$ cat config.mk
export PLATFORM = sky130hd
export DESIGN_NAME = arbiter_rr
export DESIGN_NICKNAME = d
export VERILOG_FILES = /design/src/rtl/arbiter_pkg.sv /design/src/rtl/rr_pick.sv /design/src/rtl/arbiter_rr.sv
export SDC_FILE = /design/constraint.sdc
export NUM_CORES = 1
export LEC_CHECK = 0
export CAP_MARGIN = 40
export CORE_AREA = 2 2 102 104
export CTS_BUF_LIST = sky130_fd_sc_hd__clkbuf_8
export DETAILED_ROUTE_END_ITERATION = 10
export DIE_AREA = 0 0 104 106
export PLACE_DENSITY = 0.73
export SYNTH_ARGS = -nofsm -noshare
export SYNTH_HDL_FRONTEND = slang
export SYNTH_SLANG_ARGS = --single-unit
$ cat constraint.sdc
create_clock -name clkSYS -period 1.97 [get_ports clkSYS]
set_clock_uncertainty 0.2 [all_clocks]
set_input_delay 0.197 -clock clkSYS [delete_from_list [all_inputs] [get_ports clkSYS]]
set_output_delay 0.197 -clock clkSYS [all_outputs]
set_load 0.1 [all_outputs]
$ cat src/rtl/arbiter_pkg.sv
// Shared types for the round-robin SDRAM arbiter: FSM state encoding and
// the beat-counter width derived from the burst length.
package arbiter_pkg;

    typedef enum logic {
        IDLE  = 1'b0,
        GRANT = 1'b1
    } state_t;

    // Counter width for a burst of the given length; never narrower than one bit.
    function automatic int beat_w(input int burst);
        return (burst > 1) ? $clog2(burst) : 1;
    endfunction

endpackage

$ cat src/rtl/rr_pick.sv
// Round-robin search: first requester with req high, starting at ptr and
// wrapping modulo N.
module rr_pick #(
    parameter int N  = 4,
    parameter int IN = 2
) (
    input  logic [N-1:0]  req,
    input  logic [IN-1:0] ptr,
    output logic [IN-1:0] index,
    output logic          any
);

    int          j;
    logic [IN-1:0] cand;

    // Walk offsets from farthest to nearest so the nearest hit is written last.
    always_comb begin
        index = '0;
        any   = |req;
        j     = 0;
        cand  = '0;
        for (int i = N - 1; i >= 0; i--) begin
            j = int'(ptr) + i;
            if (j >= N) j = j - N;
            cand = IN'(j);
            if (req[cand]) index = cand;
        end
    end

endmodule

$ cat src/rtl/arbiter_rr.sv
// Round-robin arbiter granting N requesters access to one SDRAM controller
// port; read returns are routed back by id independently of the grant logic.
module arbiter_rr
    import arbiter_pkg::*;
#(
    parameter int AN    = 24,
    parameter int DN    = 16,
    parameter int N     = 4,
    parameter int IN    = 2,
    parameter int BURST = 8
) (
    input  logic            clkSYS,
    input  logic            n_reset,
    input  logic [N-1:0]    req,
    input  logic [N-1:0]    wr,
    input  logic [N*AN-1:0] addr,
    input  logic [N*DN-1:0] data,
    output logic [N-1:0]    ack,
    output logic            mem_req,
    output logic            mem_wr,
    output logic [AN-1:0]   mem_addr,
    output logic [DN-1:0]   mem_data,
    output logic [IN-1:0]   mem_id,
    input  logic            mem_ack,
    input  logic            mem_valid,
    input  logic [IN-1:0]   mem_rid,
    input  logic [DN-1:0]   mem_rdata,
    output logic [N-1:0]    valid,
    output logic [DN-1:0]   rdata,
    output logic            dbg_state
);

    localparam int CW = beat_w(BURST);

    state_t        state, next_state;
    logic [IN-1:0] grant, ptr, pick;
    logic [CW-1:0] beat;
    logic          any, g_req, g_wr, ack_hit, done, end_tx;

    rr_pick #(.N(N), .IN(IN)) u_pick (
        .req   (req),
        .ptr   (ptr),
        .index (pick),
        .any   (any)
    );

    assign g_req    = req[grant];
    assign g_wr     = wr[grant];
    assign mem_req  = (state == GRANT) && g_req;
    assign mem_wr   = g_wr;
    assign mem_addr = addr[int'(grant)*AN +: AN];
    assign mem_data = data[int'(grant)*DN +: DN];
    assign mem_id   = grant;

    // mem_ack only counts while a request is actually presented.
    assign ack_hit = mem_req && mem_ack;
    assign ack     = {N{ack_hit}} & (N'(1) << grant);
    assign done    = ack_hit && (!g_wr || (beat == CW'(BURST - 1)));
    assign end_tx  = (state == GRANT) && (!g_req || done);

    assign dbg_state = logic'(state);

    always_comb begin
        next_state = state;
        case (state)
            IDLE:    if (any) next_state = GRANT;
            GRANT:   if (end_tx) next_state = IDLE;
            default: next_state = IDLE;
        endcase
    end

    always_ff @(posedge clkSYS or negedge n_reset) begin
        if (!n_reset) state <= IDLE;
        else          state <= next_state;
    end

    always_ff @(posedge clkSYS or negedge n_reset) begin
        if (!n_reset) begin
            grant <= '0;
            ptr   <= '0;
            beat  <= '0;
        end else if (state == IDLE) begin
            if (any) begin
                grant <= pick;
                beat  <= '0;
            end
        end else if (end_tx) begin
            // Completion and abort both hand priority to the next requester.
            ptr  <= (int'(grant) == N - 1) ? '0 : grant + IN'(1);
            beat <= '0;
        end else if (ack_hit && g_wr) begin
            beat <= beat + CW'(1);
        end
    end

    always_comb begin
        valid = '0;
        for (int i = 0; i < N; i++) begin
            valid[i] = mem_valid && (int'(mem_rid) == i);
        end
    end

    assign rdata = mem_rdata;

endmodule
==> flow_summary.json, run 1 <==
{
  "n_fill_cell": 883,
  "stdcell_area_um2": 4960,
  "status": "finished with violations",
  "crit_end": "ack[0]",
  "finalMaxSlewViolations": 0,
  "grt_max_degree": 24,
  "hp-class": "primary input to asynchronous set/reset pin",
  "p_comb_frac": 0.946,
  "syn_inst": 131,
  "core.rowCount": 37,
  "ys_seq_elements": 8,
  "synth_top_cell_by_area": "mux4_2",
  "path_max_fanout": 6,
  "r2r_slack_ns": -0.03,
  "ioPinCount": 259,
  "crit_type": "flip-flop to output port",
  "area_growth_pct": 192,
  "synth.cell_area_um2": 1700,
  "internal_power_w": 0.00414,
  "die_w_um": 104,
  "max-vdd-ir-drop_v": 0.00146,
  "r2r-end": "beat[0]",
  "viasPerCell": 4.42,
  "period_needed_ns": 2.09,
  "ctsHoldBuffers": 0,
  "swShare": 0.573,
  "htree_levels": 1,
  "timing.rr.start": "mem_id[1]",
  "synth.yosys.seq_area_share": 0.118,
  "nets": 556,
  "grt_pass1_vias": 2350,
  "rsz0062_at_grt": "true",
  "ys_async_sr_fraction": 1.00,
  "cp_data_required_time_ns": 1.57,
  "cellLeakagePower_nw": 1.94,
  "gp_congestion": 0.814,
  "grt_pass1_wl_um": 13700,
  "synth_nets": 327,
  "ys.flop_type": "dfrtp_1",
  "drc": 0,
  "setup_viol": 47,
  "routed_wirelength_um": 9390,
  "p_sw_w": 0.00555,
  "final_util": 0.496,
  "synth_warnings": 0,
  "grtUsageTotal": 0.156,
  "cp-start-kind": "flip-flop",
  "slew_headroom": 0.747,
  "synth.most_common_cell": "mux4_2",
  "clkTransAtPathRegs_ns": 0.04,
  "dp_hpwl_um": 7850,
  "worstMarginPinSlew_ns": 0.378,
  "synth.top_cell.area_share": 0.543,
  "cap_violations": 0,
  "layout_setup_ws_ns": -0.121,
  "cts_root_buffer": "clkbuf_8",
  "worstPathArrival_ns": 1.69,
  "dieArea_um2": 11000,
  "cts.sinks": 8,
  "hold_viol_final": 0,
  "initial_core_util": 0.170,
  "power_frac_clock": 0.021,
  "violations": "negative setup slack",
  "seqPwrFrac": 0.034,
  "fin_crit_sh": 1.06,
  "clk_path_buf_depth": 2,
  "dpl_cell_area_um2": 4650,
  "synth_top_cells_by_count": "mux4_2, buf_4, dfrtp_1",
  "grt-ovfl-total": 0,
  "crit_path_end_kind": "output port",
  "avgSynthCellArea_um2": 13.0,
  "cts_buffers": 3,
  "drive_above_1_share": 0.398,
  "die_y_um": 106,
  "ys_top_cells_by_area": "mux4_2, dfrtp_1, buf_4",
  "whs_ns": 0.0583,
  "grt_antenna_before_repair": 1,
  "yosysUniqueCellTypes": 27,
  "crit_start": "mem_id[1]",
  "routedWlPerCell_um": 18.9,
  "max_freq_ghz": 0.478,
  "powerDensity_nw_per_um2": 1950,
  "vias": 2193,
  "worstRegToRegCells": 5,
  "firstDrtPassIters": 4,
  "cts_tree": "yes",
  "port_buffers": 226,
  "clk_latency_ns": 0.22,
  "drt_iter0_drc": 81,
  "ant_nets": 0,
  "synth_edf_count": 0,
  "core_area_um2": 10000
}
==> critical path, cell delays in order (launching register included) <==
cell	delay (ns)
dfrtp_4	0.42
mux4_2	0.52
and2_4	0.20
and3_4	0.16
buf_12	0.16
==> through the flow <==
| step | TNS [ns] | std cells | setup slack [ns] | total power [W] |
|---|---|---|---|---|
| 5_1_grt | -6.46 | 495 | -0.161 | 0.00999 |
| 4_1_cts | -5.37 | 487 | -0.143 | 0.00923 |
| 6_report | -4.54 | 496 | -0.121 | 0.00969 |
| 3_5_place_dp | -0.954 | 479 | -0.122 | 0.00891 |
| 3_3_place_gp | -0.572 | 479 | -0.0837 | 0.00885 |
| 2_1_floorplan | -9.99 | 131 | -0.400 | 0.00617 |
==> routing by layer <==
| metal | vias up | part of all wire | GRT usage |
|---|---|---|---|
| li1 | 987 | - | - |
| met1 | 1090 | 0.37 | 0.173 |
| met2 | 110 | 0.54 | 0.297 |
| met3 | 6 | 0.080 | 0.0497 |
| met4 | 0 | 0.0074 | 0.0203 |
| met5 | - | 0 | 0 |
==> kinds of logic after synthesis <==
kind of cell | share of synthesized area
AO/OA/AOI/OAI | 0.0589
adder cells (fa/ha/maj) | 0.0442
buffers and inverters | 0.119
flip-flops | 0.118
multiplexers | 0.588
AND/OR/NAND/NOR | 0.0729
==> power groups by stage <==
| stage | Clock [W] | Sequential, W | Combinational, W |
|---|---|---|---|
| final | 0.000200 | 0.000325 | 0.00917 |
| after global placement | 0 | 0.000351 | 0.00850 |
| after detailed placement | 0 | 0.000359 | 0.00855 |
| after CTS | 0.000206 | 0.000339 | 0.00868 |
| after floorplan | 0 | 0.000531 | 0.00564 |
| after global routing | 0.000217 | 0.000337 | 0.00944 |
==> layout make-up <==
| type | count | area (um2) | share of cell area |
|---|---|---|---|
| inverter | 5 | 18.8 | 0.00379 |
| multi-input combinational | 91 | 1400 | 0.283 |
| antenna | 1 | 2.50 | 0.000505 |
| clock inverter | 1 | 3.75 | 0.000757 |
| clock buffer | 3 | 41.3 | 0.00833 |
| sequential | 8 | 208 | 0.0419 |
| tap | 136 | 170 | 0.0343 |
| timing repair buffer | 251 | 3110 | 0.627 |
==> cells in the final DEF, fill, tap and decap left out, types with 2 or more instances in the layout <==
cell type        count
nor2_1               3
a21oi_1              2
nor2_4               2
nand2_1              5
mux2_4               3
buf_6                2
mux2i_1              2
dfrtp_4              2
a22o_1               2
buf_8                2
o21ai_0              4
o221ai_1             2
dfrtp_1              6
mux4_2              41
clkbuf_8             3
buf_12              56
buf_4               14
clkbuf_16            4
inv_1                5
clkdlybuf4s50_1    173
and3_4               5
ha_1                 6
==> flip-flops by register name, indices dropped and copies added (netlist names) <==
register,count
beat,3
ptr,2
mem_id,2
dbg_state,1
==> how the worst min path moves through the flow <==
stage	to	slack [ns]	cells past startpoint
floorplan	beat[0]	-0.30	0
global placement	rdata[0]	0.19	0
detailed placement	rdata[0]	0.19	0
CTS	ptr[0]	0.07	1
global route	ptr[0]	0.08	1
finish	ptr[1]	0.06	1
==> repair_timing <==
| item | in CTS | in global routing |
|---|---|---|
| setup buffers | 4 | 3 |
| resized for setup | 3 | 17 |
| pin swaps | 1 | 3 |
| cloned | 0 | 5 |
| endpoints found under the setup margin | 48 | 50 |
Note: power is estimated with default switching activity, not from simulation.
==> run 2: changes to the inputs <==
Settings changed: CAP_MARGIN 40 to 5.
==> results of run 2 <==
No change in the layout: final DEF, timing and power equal those of run 1.
==> run 3: changes to the inputs <==
Settings changed: RECOVER_POWER from default to 100, SKIP_CTS_REPAIR_TIMING from default to 1.
==> flow_summary.json, run 3 (synthesized netlist as in run 1, its figures left out) <==
{
  "cts.sinks": 8,
  "final_util": 0.475,
  "violations": "negative setup slack",
  "power_w": 0.00919,
  "nets": 546,
  "grtUsageTotal": 0.155,
  "cp_slowest_cell": "mux4_2",
  "viasPerCell": 4.39,
  "die_w_um": 104,
  "regMostFlops": "beat",
  "crit_start": "mem_id[1]",
  "vias": 2133,
  "core_area_um2": 10000,
  "die_y_um": 106,
  "largest_reg_flops": 3,
  "slew_headroom": 0.642,
  "cts_tree": "yes",
  "dieArea_um2": 11000,
  "ant_nets": 0,
  "cp_data_required_time_ns": 1.57,
  "crit_family": "multiplexers",
  "routed_wirelength_um": 8860,
  "dp_hpwl_um": 7850,
  "routedWlPerCell_um": 18.2,
  "cellLeakagePower_nw": 1.84,
  "crit_path_end_kind": "output port",
  "clkTransAtPathRegs_ns": 0.04,
  "gp_congestion": 0.814,
  "period_needed_ns": 2.13,
  "place_ws_ns": -0.122,
  "grt_antenna_before_repair": 1,
  "drt_iter0_drc": 83,
  "layout_commonest_cell": "clkdlybuf4s50_1",
  "crit_type": "flip-flop to output port",
  "grt_pass1_vias": 2338,
  "crit_chain": "mux4_2 -> and2_4 -> and3_4 -> buf_12",
  "fin_tns_setup_ns": -4.51,
  "busiest_layer": "met2",
  "drive_above_1_share": 0.372,
  "worstPathArrival_ns": 1.73,
  "port_buffers": 226,
  "met2_usage": 0.296,
  "clk_path_buf_depth": 2,
  "initial_core_util": 0.170,
  "setup_viol": 45,
  "status": "finished with violations",
  "powerDensity_nw_per_um2": 1940,
  "grt_max_degree": 24,
  "core.rowCount": 37,
  "n_fill_cell": 903,
  "layout_setup_ws_ns": -0.162,
  "path_max_fanout": 7,
  "max_freq_ghz": 0.469,
  "timing.rr.start": "mem_id[1]",
  "cts_root_buffer": "clkbuf_8",
  "cts_buffers": 3,
  "gr-usage-met1": 0.172,
  "hold_viol_final": 0,
  "drc": 0,
  "area_growth_pct": 179,
  "hp-class": "primary input to asynchronous set/reset pin",
  "rsz0062_at_grt": "true",
  "grt-ovfl-total": 0,
  "layout_common_cells": "clkdlybuf4s50_1, buf_12, mux4_2",
  "firstDrtPassIters": 3,
  "fin_crit_sh": 1.08,
  "max-vdd-ir-drop_v": 0.00134,
  "slowest_delay_ns": 0.54,
  "cp-start-kind": "flip-flop",
  "clk_latency_ns": 0.23,
  "ioPinCount": 259,
  "path_buf_inv": 1,
  "met3_usage": 0.0497,
  "finalMaxSlewViolations": 0,
  "cap_violations": 0,
  "htree_levels": 1,
  "grt_pass1_wl_um": 13600,
  "worstMarginPinSlew_ns": 0.540
}
## run 3: changes by cell type in the layout (fill, tap and decap cells not counted), sizes merged
cell,delta
clkbuf,-3
clkdlybuf4s50,-1
buf,-7
dlygate4sd3,+1
## run 3: path summary, 6_finish.rpt
kind                        endpoint  slack [ns]  cells past startpoint
setup reg to reg              ptr[0]           0                      4
hold reg to reg              beat[2]        0.32                      1
max in group asynchronous  mem_id[0]        1.13                      1
min in group clkSYS         rdata[7]        0.19                      0
setup / recovery              ack[0]       -0.16                      4
hold / removal                ptr[1]        0.13                      1
## run 3: metal layers
metal / vias to the layer above / part of all wire
met5: - / 0
met4: 0 / 0.0054
met3: 4 / 0.083
met2: 112 / 0.55
met1: 1053 / 0.36
li1: 964 / -
## run 3: area by class of cell
class	count	area (um2)	share of cell area
timing repair buffer	241	2920	0.614
multi-input combinational	91	1390	0.292
sequential	8	208	0.0437
tap	136	170	0.0358
clock buffer	3	41.3	0.00870
inverter	5	18.8	0.00395
clock inverter	1	3.75	0.000791
antenna	1	2.50	0.000527
## run 3: power breakdown
part           leakage (nW)  switching [W]  total, W  internal [W]
clock                0.0269      0.0000665  0.000202      0.000135
combinational          1.72        0.00525   0.00865       0.00340
sequential           0.0987      0.0000952  0.000335      0.000240
## run 3: per-stage QoR
step           instances  hold WS [ns]  cell area [um2]
6_report             486         0.130             4750
5_1_grt              485         0.147             4750
4_1_cts              483        0.0658             4690
3_5_place_dp         479         0.195             4650
3_3_place_gp         479         0.195             4650
2_1_floorplan        131        -0.299             1830
## run 3: worst reg2reg max path, cell delays in order (launching register included)
cell	delay, ns
dfrtp_4	0.43
mux4_2	0.54
buf_4	0.16
o22ai_4	0.18
mux2_4	0.33
